===== config.mk =====
export PLATFORM = sky130hd
export DESIGN_NAME = multdiv_unit
export DESIGN_NICKNAME = d
export VERILOG_FILES = /design/src/rtl/multdiv_pkg.sv /design/src/rtl/multdiv_abs_neg.sv /design/src/rtl/multdiv_unit.sv
export SDC_FILE = /design/constraint.sdc
export NUM_CORES = 1
export LEC_CHECK = 0
export CAP_MARGIN = 20
export CORE_MARGIN = 2
export CORE_UTILIZATION = 44
export CTS_CLUSTER_SIZE = 30
export DETAILED_ROUTE_END_ITERATION = 8
export PLACE_DENSITY = 0.72
export SYNTH_ARGS = -nofsm -noshare
export SYNTH_HDL_FRONTEND = slang
export SYNTH_SLANG_ARGS = --single-unit

===== constraint.sdc =====
create_clock -name clock -period 7.1 [get_ports clock]
set_input_delay 1.775 -clock clock [delete_from_list [all_inputs] [get_ports clock]]
set_output_delay 1.775 -clock clock [all_outputs]
set_load 0.005 [all_outputs]

===== src/rtl/multdiv_pkg.sv =====
// ============================================================================
// Module : multdiv_pkg
// Brief  : Shared types and constants for the iterative multiply/divide unit.
// Rev    : 1.0  initial release
// ============================================================================
`default_nettype none

package multdiv_pkg;

  localparam int MD_WIDTH = 32;
  localparam int MD_ITERS = 32;

  localparam logic [31:0] INT_MIN    = 32'h8000_0000;
  localparam logic [4:0]  ALU_OP_MUL = 5'b00110;
  localparam logic [4:0]  ALU_OP_DIV = 5'b00111;

  typedef enum logic [1:0] {
    IDLE = 2'd0,
    MULT = 2'd1,
    DIV  = 2'd2,
    DONE = 2'd3
  } md_state_t;

endpackage

`default_nettype wire


===== src/rtl/multdiv_abs_neg.sv =====
// ============================================================================
// Module : multdiv_abs_neg
// Brief  : Magnitude/sign of a signed value, or conditional negate of a magnitude.
// Rev    : 1.0  initial release
// ============================================================================
`default_nettype none

module multdiv_abs_neg #(
  parameter int W     = 32,
  parameter int OUT_W = W + 1
) (
  input  logic [W-1:0]     i_value,
  input  logic             i_abs,
  input  logic             i_neg,
  output logic             o_sign,
  output logic [OUT_W-1:0] o_value
);

  logic [OUT_W-1:0] w_ext;

  // Sign extension keeps |-2^(W-1)| exact when one extra output bit is available.
  generate
    if (OUT_W > W) begin : g_sext
      assign w_ext = {{(OUT_W-W){i_value[W-1]}}, i_value};
    end else begin : g_same
      assign w_ext = i_value;
    end
  endgenerate

  assign o_sign  = i_abs ? i_value[W-1] : i_neg;
  assign o_value = o_sign ? -w_ext : w_ext;

endmodule

`default_nettype wire


===== src/rtl/multdiv_unit.sv =====
// ============================================================================
// Module : multdiv_unit
// Brief  : Iterative signed multiply (shift-add) / divide (restoring) unit.
// Rev    : 1.0  initial release
// ============================================================================
`default_nettype none

module multdiv_unit
  import multdiv_pkg::*;
#(
  parameter int WIDTH = MD_WIDTH,
  parameter int ITERS = MD_ITERS
) (
  input  logic             clock,
  input  logic             reset_n,
  input  logic             ctrl_MULT,
  input  logic             ctrl_DIV,
  input  logic [WIDTH-1:0] data_operandA,
  input  logic [WIDTH-1:0] data_operandB,
  output logic [WIDTH-1:0] data_result,
  output logic             data_exception,
  output logic             data_resultRDY,
  output logic             busy
);

  localparam int CNT_W = (ITERS > 1) ? $clog2(ITERS) : 1;
  localparam int MAG_W = WIDTH + 1;
  localparam int ACC_W = 2 * WIDTH;

  md_state_t        r_state, w_state_nxt;
  logic [CNT_W-1:0] r_cnt;
  logic [MAG_W-1:0] r_mag_a, r_mag_b, r_rem;
  logic             r_sign;
  logic [ACC_W-1:0] r_acc;
  logic [WIDTH-1:0] r_result;
  logic             r_exc;

  logic             w_start, w_last, w_dz;
  logic [MAG_W-1:0] w_mag_a, w_mag_b;
  logic             w_sign_a, w_sign_b;
  logic [ACC_W-1:0] w_acc_mul, w_acc_div;
  logic [MAG_W:0]   w_rem_sh, w_rem_diff;
  logic [MAG_W-1:0] w_rem_nxt;
  logic             w_q_bit;
  logic [CNT_W-1:0] w_div_idx;
  logic [WIDTH-1:0] w_mag_res, w_res;
  logic             w_res_sign, w_mul_ovf, w_div_ovf;

  multdiv_abs_neg #(.W(WIDTH), .OUT_W(MAG_W)) u_abs_a (
    .i_value (data_operandA),
    .i_abs   (1'b1),
    .i_neg   (1'b0),
    .o_sign  (w_sign_a),
    .o_value (w_mag_a)
  );

  multdiv_abs_neg #(.W(WIDTH), .OUT_W(MAG_W)) u_abs_b (
    .i_value (data_operandB),
    .i_abs   (1'b1),
    .i_neg   (1'b0),
    .o_sign  (w_sign_b),
    .o_value (w_mag_b)
  );

  multdiv_abs_neg #(.W(WIDTH), .OUT_W(WIDTH)) u_neg_res (
    .i_value (w_mag_res),
    .i_abs   (1'b0),
    .i_neg   (r_sign),
    .o_sign  (w_res_sign),
    .o_value (w_res)
  );

  assign w_start = ctrl_MULT | ctrl_DIV;
  assign w_last  = (r_cnt == CNT_W'(ITERS - 1));
  assign w_dz    = (r_mag_b == '0);

  assign w_acc_mul = r_acc + (r_mag_b[r_cnt] ? (ACC_W'(r_mag_a) << r_cnt) : '0);

  // Dividend bits are consumed MSB first; a borrow out of the trial subtract means "restore".
  assign w_div_idx  = CNT_W'(WIDTH - 1) - r_cnt;
  assign w_rem_sh   = {r_rem, r_mag_a[w_div_idx]};
  assign w_rem_diff = w_rem_sh - {1'b0, r_mag_b};
  assign w_q_bit    = ~w_rem_diff[MAG_W];
  assign w_rem_nxt  = w_q_bit ? w_rem_diff[MAG_W-1:0] : w_rem_sh[MAG_W-1:0];
  assign w_acc_div  = {r_acc[ACC_W-2:0], w_q_bit};

  assign w_mag_res = (r_state == MULT) ? w_acc_mul[WIDTH-1:0] : w_acc_div[WIDTH-1:0];

  // A negative product may reach magnitude 2^(WIDTH-1); a positive one may not.
  assign w_mul_ovf = (|w_acc_mul[ACC_W-1:WIDTH]) |
                     (w_res_sign ? (w_acc_mul[WIDTH-1] & (|w_acc_mul[WIDTH-2:0]))
                                 : w_acc_mul[WIDTH-1]);
  assign w_div_ovf = ~w_res_sign & w_acc_div[WIDTH-1];

  always_ff @(posedge clock or negedge reset_n) begin
    if (!reset_n) begin
      r_state <= IDLE;
    end else begin
      r_state <= w_state_nxt;
    end
  end

  always_comb begin
    w_state_nxt = r_state;
    if (ctrl_MULT) begin
      w_state_nxt = MULT;
    end else if (ctrl_DIV) begin
      w_state_nxt = DIV;
    end else begin
      case (r_state)
        IDLE:    w_state_nxt = IDLE;
        MULT:    if (w_last) w_state_nxt = DONE;
        DIV:     if (w_dz || w_last) w_state_nxt = DONE;
        DONE:    w_state_nxt = IDLE;
        default: w_state_nxt = IDLE;
      endcase
    end
  end

  always_ff @(posedge clock or negedge reset_n) begin
    if (!reset_n) begin
      r_cnt    <= '0;
      r_mag_a  <= '0;
      r_mag_b  <= '0;
      r_rem    <= '0;
      r_sign   <= 1'b0;
      r_acc    <= '0;
      r_result <= '0;
      r_exc    <= 1'b0;
    end else if (w_start) begin
      r_mag_a <= w_mag_a;
      r_mag_b <= w_mag_b;
      r_sign  <= w_sign_a ^ w_sign_b;
      r_cnt   <= '0;
      r_acc   <= '0;
      r_rem   <= '0;
    end else begin
      case (r_state)
        MULT: begin
          r_acc <= w_acc_mul;
          r_cnt <= r_cnt + CNT_W'(1);
          if (w_last) begin
            r_result <= w_res;
            r_exc    <= w_mul_ovf;
          end
        end
        DIV: begin
          if (w_dz) begin
            r_result <= '0;
            r_exc    <= 1'b1;
          end else begin
            r_acc <= w_acc_div;
            r_rem <= w_rem_nxt;
            r_cnt <= r_cnt + CNT_W'(1);
            if (w_last) begin
              r_result <= w_res;
              r_exc    <= w_div_ovf;
            end
          end
        end
        default: ;
      endcase
    end
  end

  assign data_result    = r_result;
  assign data_exception = r_exc;
  assign data_resultRDY = (r_state == DONE);
  assign busy           = (r_state == MULT) || (r_state == DIV);

endmodule

`default_nettype wire


==> impl_metrics.env <==
export IMPL_run_status="completed"
export IMPL_tritoncts_num_buffers=26
export IMPL_fp_dieW_um=214
export IMPL_critPathCaptureType="flip-flop"
export IMPL_setup_viol=0
export IMPL_drt_pre_antenna_iters=6
export IMPL_setup_repair_after_global_routing_missed_its_margin="no"
export IMPL_detailed_place_hpwl_um=46700
export IMPL_design_power_total_mw=4.04
export IMPL_max_capacitance_violation_total=0
export IMPL_whs_ps=490
export IMPL_utilization=0.505
export IMPL_num_fill_cells=4141
export IMPL_holdBufCountCts=0
export IMPL_swShare=0.361
export IMPL_grt_max_degree=112
export IMPL_worst_path_max_fanout=23
export IMPL_drt_total_wl_um=61400
export IMPL_worstPathArrival_ps=7190
export IMPL_post_synth_top_count_cell="nand2_1"
export IMPL_slew_viol_final=0
export IMPL_num_nets_final=2692
export IMPL_i_o_pin_total=103
export IMPL_ant_nets=0
export IMPL_post_cts_resized=0
export IMPL_syn_to_final_growth_pct=12.9
export IMPL_residual_drc_count=0
export IMPL_floorplan_core_area_um2=43300
export IMPL_yosys_top_cells_count="nand2_1, o21ai_0, dfrtp_1, nor2_1, a21oi_1"
export IMPL_placed_area_um2=20900
export IMPL_syn_area_um2=19400
export IMPL_number_of_warnings_issued_by_yosys=0
export IMPL_route_detailed_wl_per_inst_um=19.7
export IMPL_grt_first_pass_wirelength_um=98400
export IMPL_sequential_fraction_of_the_synthesis_area=0.264
export IMPL_cts_htree_levels=1
export IMPL_grt_antenna_before_repair=0
export IMPL_p_sw_mw=1.46
export IMPL_route_detailed_vias_per_inst=6.09
export IMPL_floorplan_rows=76
export IMPL_ys_seq_elements=204
export IMPL_cts_setup_buffers=0
export IMPL_crit_top_cell="buf_4"
export IMPL_irDropWorstVdd_mv=0.170
export IMPL_period_share=0.954
export IMPL_min_delay_path_class="flip-flop to flip-flop"
export IMPL_final_design_area_no_fill_um2=21900
export IMPL_chipHeight_um=214
export IMPL_die_area_um2=45700
export IMPL_yosys_area_top_type="dfrtp_1"
export IMPL_p_comb_frac=0.317
export IMPL_crit_chain="buf_4, buf_4, mux4_2, mux2i_1, mux2_2, nor2_1, a21oi_1, nor2_1, ha_1, nand4_1, a2111oi_0, or2_2, xor2_1, nor3_1, nand4_1, o41ai_1, buf_4, nor4b_1, and4bb_1, a41oi_1"
export IMPL_maxClockFrequency_mhz=148
export IMPL_dr_total_vias=19000
export IMPL_preCtsSetupSlack_ps=431
export IMPL_synth_enable_flop_cells=0
export IMPL_drt_initial_drc_count=1980
export IMPL_min_period_ps=6770
export IMPL_crit_type="flip-flop to flip-flop"
export IMPL_ys_dominant_reg_cell="dfrtp_1"
export IMPL_p_int_mw=2.58
export IMPL_max_clock_path_buffers=3
export IMPL_port_buffer_count=102
export IMPL_cts_root_buf="clkbuf_16"
export IMPL_gp_congestion=0.982
export IMPL_multi_input_comb_area_um2=13500
export IMPL_syn_area_per_cell_um2=7.76
export IMPL_worst_setup_path_startpoint="r_cnt[0]$_DFFE_PN0P_"
export IMPL_timing_critical_path_required_ps=7520
export IMPL_grt_remaining_overflow=0
export IMPL_tightestPinTransition_ps=1090
export IMPL_register_area_um2=5110
export IMPL_clkTransAtPathRegs_ps=60
export IMPL_sinks_on_the_clock_net=204
export IMPL_global_route_usage_total=0.268
export IMPL_final_hold_violation_count=0
export IMPL_total_leakage_power_nw=9.27
export IMPL_share_seq_of_total_power=0.327
export IMPL_syn_num_nets=2670
export IMPL_slowest_stage="a2111oi_0"
export IMPL_n_antenna_cell=0
export IMPL_worst_slack_ps=330
export IMPL_asyncSetResetFlopFracSynth=1.00
export IMPL_worst_clock_skew_ps=32.2
export IMPL_yosys_area_top_type_share=0.264
export IMPL_relSlewSlack=0.255
export IMPL_power_frac_clock=0.355
export IMPL_max_stage_delay_ps=970
export IMPL_worstSetupStartpointType="flip-flop"
export IMPL_floorplan_initialDensity=0.448
export IMPL_ys_top_cells_by_area="dfrtp_1, o21ai_0, nand2_1"
export IMPL_worstSkewPairLatency_ps=570
export IMPL_final_layout_size_suffix_gt1_frac=0.0733
export IMPL_startpoint_of_the_worst_slack_reg_to_reg_timing_path="r_cnt[0]$_DFFE_PN0P_"
export IMPL_number_of_global_route_vias_before_repair=18400
export IMPL_dpl_cell_count=3073
export IMPL_timing_setup_tns_ps=0
export IMPL_layoutNonFillerInstCount=3123
export IMPL_worst_hold_startpoint="data_result[28]$_DFFE_PN0P_"
export IMPL_post_synth_num_cell_types=79
export IMPL_post_synthesis_cells=2496
export IMPL_tritoncts="done"
export IMPL_power_density_nw_per_um2=185
## kinds of logic (layout without fill, tap and decap cells)
family / Yosys count / in the layout / synth area share
xor+xnor: 161 / 161 / 0.0728
buf+inv: 225 / 267 / 0.0437
fa+ha+maj: 106 / 106 / 0.0693
flops: 204 / 204 / 0.264
simple gates: 866 / 866 / 0.205
compound gates: 792 / 792 / 0.251
mux: 142 / 142 / 0.0945
## flip-flops by register name (all words and copies together) (netlist names)
register	flops
data_exception	1
data_result	32
r_acc	64
r_cnt	5
r_mag_a	33
r_mag_b	33
r_rem	33
r_sign	1
r_state	2
## final cells by class
class                   instances  share of cell area
clock buffers                  31              0.0325
clock inverters                17              0.0100
repair buffers                134              0.0594
flip-flops and latches        204               0.234
inverters                      85              0.0146
multi-input cells            2067               0.616
well taps                     585              0.0335
## power by group through the flow
stage | logic, mW | clock network, mW | registers [mW]
2_1_floorplan | 0.893 | 0 | 1.30
3_3_place_gp | 1.23 | 0 | 1.33
3_5_place_dp | 1.25 | 0 | 1.34
4_1_cts | 1.26 | 1.46 | 1.32
5_1_grt | 1.40 | 1.50 | 1.33
6_report | 1.28 | 1.44 | 1.32
## cell usage in the layout, fill, tap and decap left out, types with 12 or more instances in the layout
master	count
nor2_1	196
nor2b_1	31
nand3_1	42
inv_1	82
a21oi_1	185
nand2b_1	16
o31ai_1	48
clkdlybuf4s50_1	101
o21bai_1	13
mux2i_1	76
or2_2	13
or4_1	12
nor3_1	50
mux4_2	29
xnor2_1	66
o21a_1	19
xor2_1	93
or3_1	17
mux2_2	37
and2_1	19
o21ai_0	276
buf_4	29
a31oi_1	44
a211oi_1	26
nand2_1	364
dfrtp_1	201
clkbuf_16	26
nand4_1	28
ha_1	102
and3_1	24
nor4_1	23
a21o_1	46
o41ai_1	13
o211ai_1	13
## routing by layer
metal | wire length [um] | part of all wire | global-route usage
met1 | 27600 | 0.45 | 0.371
met3 | 3320 | 0.054 | 0.0234
met2 | 28500 | 0.46 | 0.440
met4 | 2020 | 0.033 | 0.0905
met5 | 0 | 0 | 0
## worst max-delay path: cells and delay by family (launching register included)
kind	cells	cell delay (ps)
fa+ha+maj	1	440
compound gates	4	1790
flops	1	550
mux	3	1060
buf+inv	3	990
xor+xnor	1	150
simple gates	8	1630
## final timing paths
kind / endpoint / slack, ps / cells past startpoint
hold / removal: data_result[28]$_DFFE_PN0P_ / 490 / 2
min in group asynchronous: r_rem[14]$_DFFE_PN0P_ / 1280 / 1
max in group asynchronous: r_acc[39]$_DFFE_PN0P_ / 4710 / 2
setup / recovery: data_exception$_DFFE_PN0P_ / 330 / 20
hold reg to reg: data_result[28]$_DFFE_PN0P_ / 490 / 2
setup reg to reg: data_exception$_DFFE_PN0P_ / 330 / 20
Note: power is estimated with default switching activity, not from simulation.
